===== config.mk =====
export PLATFORM = sky130hd
export DESIGN_NAME = pc_gen
export DESIGN_NICKNAME = d
export VERILOG_FILES = /design/src/rtl/pc_gen.sv
export SDC_FILE = /design/constraint.sdc
export NUM_CORES = 1
export LEC_CHECK = 0
export ABC_CLOCK_PERIOD_IN_PS = 2560
export CAP_MARGIN = 5
export CORE_MARGIN = 10
export CORE_UTILIZATION = 60
export DETAILED_ROUTE_END_ITERATION = 12
export DONT_BUFFER_PORTS = 1
export PLACE_DENSITY = 0.73
export SLEW_MARGIN = 5
export SYNTH_ARGS = -nofsm -noshare
export SYNTH_HDL_FRONTEND = slang
export SYNTH_SLANG_ARGS = --single-unit

===== constraint.sdc =====
create_clock -name clk -period 2.56 [get_ports clk]
set_input_delay 0.384 -clock clk [delete_from_list [all_inputs] [get_ports clk]]
set_output_delay 0.384 -clock clk [all_outputs]
set_load 0.005 [all_outputs]

===== src/rtl/pc_gen.sv =====
// Program-counter generator for the IF stage: sequential stepping, exception/branch
// redirects with a single held slot while the PC cannot advance, and misalignment reporting.
module pc_gen #(
  parameter int                ADDR_W    = 32,
  parameter logic [ADDR_W-1:0] RESET_VEC = '0,
  parameter int                STEP      = 4
) (
  input  logic              clk,
  input  logic              rst,
  input  logic              stall,
  input  logic              if_ready,
  input  logic              exc_flag_i,
  input  logic [ADDR_W-1:0] exc_addr_i,
  input  logic              branch_flag_i,
  input  logic [ADDR_W-1:0] branch_addr_i,
  output logic [ADDR_W-1:0] pc,
  output logic [ADDR_W-1:0] pc_next_seq,
  output logic              ce,
  output logic              redir_pending,
  output logic              misalign
);

  localparam int                SH     = $clog2(STEP);
  localparam logic [ADDR_W-1:0] STEP_W = ADDR_W'(STEP);

  logic [ADDR_W-1:0] r_pc;
  logic [ADDR_W-1:0] r_target;
  logic              r_ce;
  logic              r_pend;
  logic              r_pend_exc;
  logic              r_misalign;

  logic              w_advance;
  logic              w_redir_valid;
  logic [ADDR_W-1:0] w_redir_addr;
  logic [ADDR_W-1:0] w_pc_next_seq;
  logic              w_redir_misaligned;

  assign w_advance     = r_ce & ~stall & if_ready;
  assign w_pc_next_seq = r_pc + STEP_W;

  // Redirect source in priority order: live exception, live branch, held entry.
  always_comb begin
    w_redir_valid = 1'b0;
    w_redir_addr  = '0;
    if (exc_flag_i) begin
      w_redir_valid = 1'b1;
      w_redir_addr  = exc_addr_i;
    end else if (branch_flag_i) begin
      w_redir_valid = 1'b1;
      w_redir_addr  = branch_addr_i;
    end else if (r_pend) begin
      w_redir_valid = 1'b1;
      w_redir_addr  = r_target;
    end
  end

  assign w_redir_misaligned = w_redir_valid && (w_redir_addr[SH-1:0] != '0);

  always_ff @(posedge clk) begin
    if (!rst) begin
      r_ce       <= 1'b0;
      r_pc       <= RESET_VEC;
      r_pend     <= 1'b0;
      r_pend_exc <= 1'b0;
      r_target   <= '0;
      r_misalign <= 1'b0;
    end else begin
      r_ce       <= 1'b1;
      r_misalign <= 1'b0;
      if (w_advance) begin
        r_pc       <= w_redir_valid ? w_redir_addr : w_pc_next_seq;
        r_misalign <= w_redir_misaligned;
        r_pend     <= 1'b0;
        r_pend_exc <= 1'b0;
      end else if (r_ce) begin
        // A held exception is sticky against later branches; a newer exception replaces anything.
        if (exc_flag_i) begin
          r_target   <= exc_addr_i;
          r_pend     <= 1'b1;
          r_pend_exc <= 1'b1;
        end else if (branch_flag_i && !(r_pend && r_pend_exc)) begin
          r_target   <= branch_addr_i;
          r_pend     <= 1'b1;
          r_pend_exc <= 1'b0;
        end
      end
    end
  end

  assign pc            = r_pc;
  assign pc_next_seq   = w_pc_next_seq;
  assign ce            = r_ce;
  assign redir_pending = r_pend;
  assign misalign      = r_misalign;

endmodule

==> results of run 1 <==
path summary, 6_finish.rpt:
path | depth (start not counted) | start | endpoint | slack [ns]
max | 4 | pc[4] | pc_next_seq[23] | 0.05
min | 0 | rst | ce | 0.08
max reg2reg | 6 | ce | r_target[19] | 0.35
min reg2reg | 2 | r_pend_exc | r_pend_exc | 0.49
power groups by stage:
stage / Clock (W) / Sequential, W / Combinational [W]
2_1_floorplan: 0 / 0.00120 / 0.000311
3_3_place_gp: 0 / 0.00121 / 0.000345
3_5_place_dp: 0 / 0.00121 / 0.000356
4_1_cts: 0.000909 / 0.00119 / 0.000357
5_1_grt: 0.000948 / 0.00120 / 0.000402
6_report: 0.000904 / 0.00119 / 0.000359
flip-flops by register name, summed over array words and instances, names as in the netlist:
signal / flops
ce: 1
misalign: 1
pc: 32
r_pend_exc: 1
r_target: 32
redir_pending: 1
kinds of logic after synthesis:
family / Yosys count
AO/OA/AOI/OAI: 168
flip-flops: 68
AND/OR/NAND/NOR: 222
multiplexers: 22
XOR/XNOR: 28
buffers and inverters: 66
adder cells (fa/ha/maj): 1
what timing repair did:
action / CTS / global route
buffers inserted: 0 / 2
setup endpoints to repair: 7 / 7
cloned: 0 / 0
pin swaps: 1 / 3
resized for setup: 3 / 9
synthesized netlist by cell type, types with 2 or more instances:
library cell	n
a211o_1	2
a211oi_1	21
a21o_1	2
a21oi_1	58
a22o_1	3
a311oi_1	11
a31oi_1	5
a32oi_1	2
a41oi_1	2
and3_1	6
and3b_1	6
and4_1	2
buf_1	7
buf_2	4
buf_4	2
clkbuf_1	39
dfxtp_1	68
inv_1	12
mux2i_1	22
nand2_1	43
nand2b_1	15
nand3_1	17
nand3b_1	3
nand4_1	7
nor2_1	50
nor2b_1	17
nor3_1	28
nor3b_1	11
nor4_1	6
o211a_1	2
o211ai_1	6
o21ai_0	23
o221a_2	10
o311ai_0	3
o31ai_1	6
o41ai_1	2
or2_2	2
or3_1	2
xnor2_1	19
xor2_1	9
per-layer routing:
layer | part of all wire, % | GRT usage [%]
met1 | 42 | 30.8
met2 | 46 | 34.8
met3 | 10 | 7.55
met4 | 1.6 | 6.58
met5 | 0 | 0
per-stage QoR:
stage | TNS (ns) | hold WS [ns] | std cells | total power (W) | utilization (%)
6_report | 0 | 0.0847 | 659 | 0.00245 | 65.8
2_1_floorplan | 0 | 0.412 | 575 | 0.00151 | -
3_3_place_gp | 0 | 0.416 | 641 | 0.00155 | 62.3
3_5_place_dp | 0 | 0.416 | 641 | 0.00157 | 62.3
5_1_grt | -0.0446 | 0.0596 | 659 | 0.00255 | 65.8
4_1_cts | 0 | 0.0613 | 657 | 0.00245 | 65.1
area by class of cell:
type                       count  area (um2)
fill                         653        2470
timing repair buffer          22         165
clock buffer                  12         145
inverter                      13        48.8
sequential                    68        1370
multi-input combinational    441        2850
clock inverter                 4        48.8
tap                           99         124
==> out/results.txt, run 1 <==
Status - completed
CTS H-tree lvls - 3
Fin area - 4740 um2
Vias in the first global route - 3873
Ranking of synthesized cells by area - dfxtp_1 (31%), a21oi_1 (6.6%), mux2i_1 (5.0%)
Net Sw Power - 0.000692 W
Top cell type's share of synthesized area - 30.8%
Ys async rst share - 0%
Average vias per placed instance - 6.55
Initial antenna violation count - 0
GR Overflow Total - 0
# setup viols final - 0
RSZ-0062 raised after global routing - true
Root buffer cell - clkbuf_8
Fmax - 0.399 GHz
Slew HR - 30.1%
Final Cycle Share - 98.0%
Logic pwr share - 14.6%
Slowest CP cell - or4_4
Yosys reg bits - 68
CTS buffer count - 9
Pwr/cell area - 517 nW/um2
Gr usage total - 23.1%
Max-cap violations - 0
Starting Density - 61.3%
Worst-Margin Slew - 1.05 ns
Mux contribution to synthesized area - 4.98%
Post-DP HPWL - 9820 um
Crit path launch type - register
Final ANT Viol Nets - 0
Final Net Count - 626
CP Max Fanout - 8
Cell Area, Placed - 4490 um2
Place WS - 0.237 ns
Leakage power - 1.77 nW
Buffers and inverters on the worst path - 0
CP Capture Type - output pin
Largest net degree at the start of global routing - 102
Area grow syn2layout - 7.24%
Worst Path Required - 2.18 ns
Via count - 4316
Sequential share of the synthesized area - 30.8%
Synth cell types - 60
Crit path cell chain - nand4_1 -> or3_1 -> or4_4 -> xnor2_2
Clock Pin Slew Worst Setup and Hold Paths - 0.07 ns
Main combinational cell family by area after synthesis - simple AND/OR/NAND/NOR gates
First-pass GRT wire length - 21300 um
Clock power frac - 36.9%
DR iter-0 viols - 427
Peak VDD IR - 0.361 mV
Syn nets - 646
Routed WL per cell - 20.6 um
Sw Share - 28.2%
Layout cell share with drive strength beyond 1 - 12.3%
Hold Path Class - in -> reg
Synth Area in Compound Gates - 25.7%
Arr. time, crit path - 2.12 ns
Ports - 137
Area leader, netlist - dfxtp_1
Worst setup margin - 0.0513 ns
Final min period - 2.51 ns
Die area - 11200 um2
ANT cells - 0
CTS Sinks - 68
GPL Wtd Cong - 0.931
IO buf count - 0
Final Hold Fails - 0
Sequential share of power - 48.5%
Worst skew pair latency - 0.34 ns
Most common cell after layout, fill and taps aside - dfxtp_1
Die width - 106 um
Simple-gate share of the synthesized area - 26.7%
Max clock buf depth - 2
Post-synth EDFFs - 0
Syn_area_per_cell - 7.69 um2
Core ar. - 7210 um2
Most frequent cells in the layout - dfxtp_1 (63), a21oi_1 (58), nor2_1 (49), nand2_1 (43), nor3_1 (25)
Int Power - 0.00176 W
Post-Synth Adder-Cell Area - 0.283%
Post-Synth XOR/XNOR Area - 5.54%
Mapped Cells - 575
Setup CP Type - reg -> out
Ys flop type - dfxtp_1
Synthesized area - 4420 um2
First-pass detailed-route iteration total - 5
CTS tree - yes
Post-cts hold buffer count - 0
Synth warn - 0
Final wirelength - 13600 um
Crit-path leading delay family - simple AND/OR/NAND/NOR gates
Row count - 31
Die Y-Extent - 106 um
Max-slew violations - 0
DRC Markers - 0
Crit path largest cell delay - 0.57 ns
Worst clock skew - 0.00698 ns
Power figures use the tool's default switching activity.
==> run 2: changes to the inputs <==
--- a/config.mk
+++ b/config.mk
@@ -9,6 +9,7 @@
 export CAP_MARGIN = 5
 export CORE_MARGIN = 10
 export CORE_UTILIZATION = 60
+export CTS_BUF_LIST = sky130_fd_sc_hd__clkbuf_16
 export DETAILED_ROUTE_END_ITERATION = 12
 export DONT_BUFFER_PORTS = 1
 export PLACE_DENSITY = 0.73
@@ -16,3 +17,4 @@
 export SYNTH_ARGS = -nofsm -noshare
 export SYNTH_HDL_FRONTEND = slang
 export SYNTH_SLANG_ARGS = --single-unit
+export TNS_END_PERCENT = 100
==> out/results.txt, run 2 (synthesis results as in run 1) <==
Area grow syn2layout - 9.62%
Layout cell share with drive strength beyond 1 - 12.1% (-0.18 points)
Placed Cells incl. Taps - 641 (unchanged)
Fmax - 0.399 GHz (about the same)
Starting Density - 61.3% (unchanged)
ANT cells - 0 (unchanged)
# setup viols final - 0 (unchanged)
Max clock buf depth - 2 (unchanged)
Crit path cell chain - nand4_1 -> or3_1 -> or4_4 -> xnor2_2
Peak VDD IR - 0.392 mV (+8.6%)
Die width - 106 um (unchanged)
Clock Pin Slew Worst Setup and Hold Paths - 0.05 ns (-0.02 ns)
Final wirelength - 13700 um (+1.1%)
Core ar. - 7210 um2 (unchanged)
Crit path largest cell delay - 0.57 ns (about the same)
Row count - 31 (unchanged)
First-pass GRT wire length - 21600 um (+1.5%)
Initial antenna violation count - 0 (unchanged)
Final Util - 67.2% (+1.5 points)
Gr usage total - 23.4% (+0.30 points)
Arr. time, crit path - 2.13 ns (about the same)
Post-cts hold buffer count - 0 (unchanged)
DRC Markers - 0 (unchanged)
Most common cell after layout, fill and taps aside - dfxtp_1
GPL Wtd Cong - 0.931 (unchanged)
Crit path launch type - register
CP Capture Type - output pin
Worst skew pair latency - 0.33 ns (about the same)
Buffers and inverters on the worst path - 0 (unchanged)
Final Cycle Share - 98.0% (about the same)
CTS Sinks - 68 (unchanged)
# fillers - 645 (-1.2%)
Worst Path Required - 2.18 ns (about the same)
Post-Layout Cell Count - 659 (unchanged)
Worst clock skew - 0.00509 ns (-0.00189 ns)
Crit-path leading delay family - simple AND/OR/NAND/NOR gates
Final ANT Viol Nets - 0 (unchanged)
Max-cap violations - 0 (unchanged)
Average vias per placed instance - 6.58 (+0.44%)
Setup CP Type - reg -> out
Slew HR - 30.0% (-0.13 points)
Final min period - 2.51 ns (+0.000534 ns)
Hold slack final - 0.100 ns (+0.0153 ns)
GR Overflow Total - 0 (unchanged)
Worst setup margin - 0.0507 ns (-0.000534 ns)
Most frequent cells in the layout - dfxtp_1 (64), a21oi_1 (58), nor2_1 (49), nand2_1 (43), nor3_1 (25)
IO buf count - 0 (unchanged)
Worst-Margin Slew - 1.05 ns (+0.00194 ns)
Max-slew violations - 0 (unchanged)
Final Hold Fails - 0 (unchanged)
Status - completed
DR iter-0 viols - 351 (-18%)
Routed WL per cell - 20.9 um (+1.1%)
Die area - 11200 um2 (unchanged)
Hold Path Class - in -> reg
CP Max Fanout - 8 (unchanged)
Leakage power - 1.83 nW (+3.3%)
Die Y-Extent - 106 um (unchanged)
CTS buffer count - 9 (unchanged)
Pwr/cell area - 568 nW/um2 (+10%)
Largest net degree at the start of global routing - 102 (unchanged)
First-pass detailed-route iteration total - 6 (+1)
Post-DP HPWL - 9820 um (unchanged)
Vias in the first global route - 3929 (+1.4%)
Slowest CP cell - or4_4
Root buffer cell - clkbuf_16
CTS H-tree lvls - 3 (unchanged)
Setup_tns - 0 ns (unchanged)
CTS tree - yes
Ports - 137 (unchanged)
Final Net Count - 626 (unchanged)
Via count - 4335 (+0.44%)
Place WS - 0.237 ns (unchanged)
## run 2: changes by cell type in the layout (fill, tap and decap cells not counted), sizes merged
cell	delta
clkbuf	-3
inv	+2
clkinv	+1
## run 2: final cells by class
class                   count  area (um2)  area share (%)
clock buffers               9         225            4.64
clock inverters             7        60.1            1.24
inverters                  13        48.8            1.01
multi-input cells         441        2860            59.0
flip-flops and latches     68        1370            28.2
well taps                  99         124            2.55
repair buffers             22         165            3.41
## run 2: worst paths after layout
check                           startpoint         endpoint  slack [ns]  cells past startpoint
worst max-delay path                 pc[4]  pc_next_seq[23]        0.05                      4
worst min-delay path                   rst               ce        0.10                      0
worst max register to register          ce     r_target[19]        0.36                      6
worst min register to register  r_pend_exc       r_pend_exc        0.48                      2
## run 2: where the power goes
group          total, W  switching [W]  internal, W
logic          0.000361       0.000204     0.000157
clock network   0.00120       0.000463     0.000742
registers       0.00119      0.0000633      0.00113
total           0.00276       0.000730      0.00203
## run 2: worst reg2reg max path: stages, from the launching register on
cell	delay, ns
dfxtp_1	0.39
nand3b_1	0.15
nand2_1	0.10
nor2_4	0.81
buf_4	0.36
nor2_1	0.07
a211oi_1	0.23
## run 2: timing repair
| item | CTS | global route |
|---|---|---|
| pin swaps | 1 | 2 |
| resized for setup | 4 | 9 |
| buffers inserted | 0 | 2 |
| setup endpoints to repair | 6 | 7 |
## run 2: layer usage
metal  global-route usage [%]  routed length [um]
met1                     31.2                5620
met2                     35.2                6250
met3                     7.19                1610
met4                     7.45                 270
met5                        0                   0
## run 2: metrics by stage
stage / area (um2) / total power (W)
detailed placement: 4490 / 0.00157
CTS: 4790 / 0.00276
finish: 4850 / 0.00276
floorplan: 4420 / 0.00151
global placement: 4490 / 0.00155
global route: 4850 / 0.00286
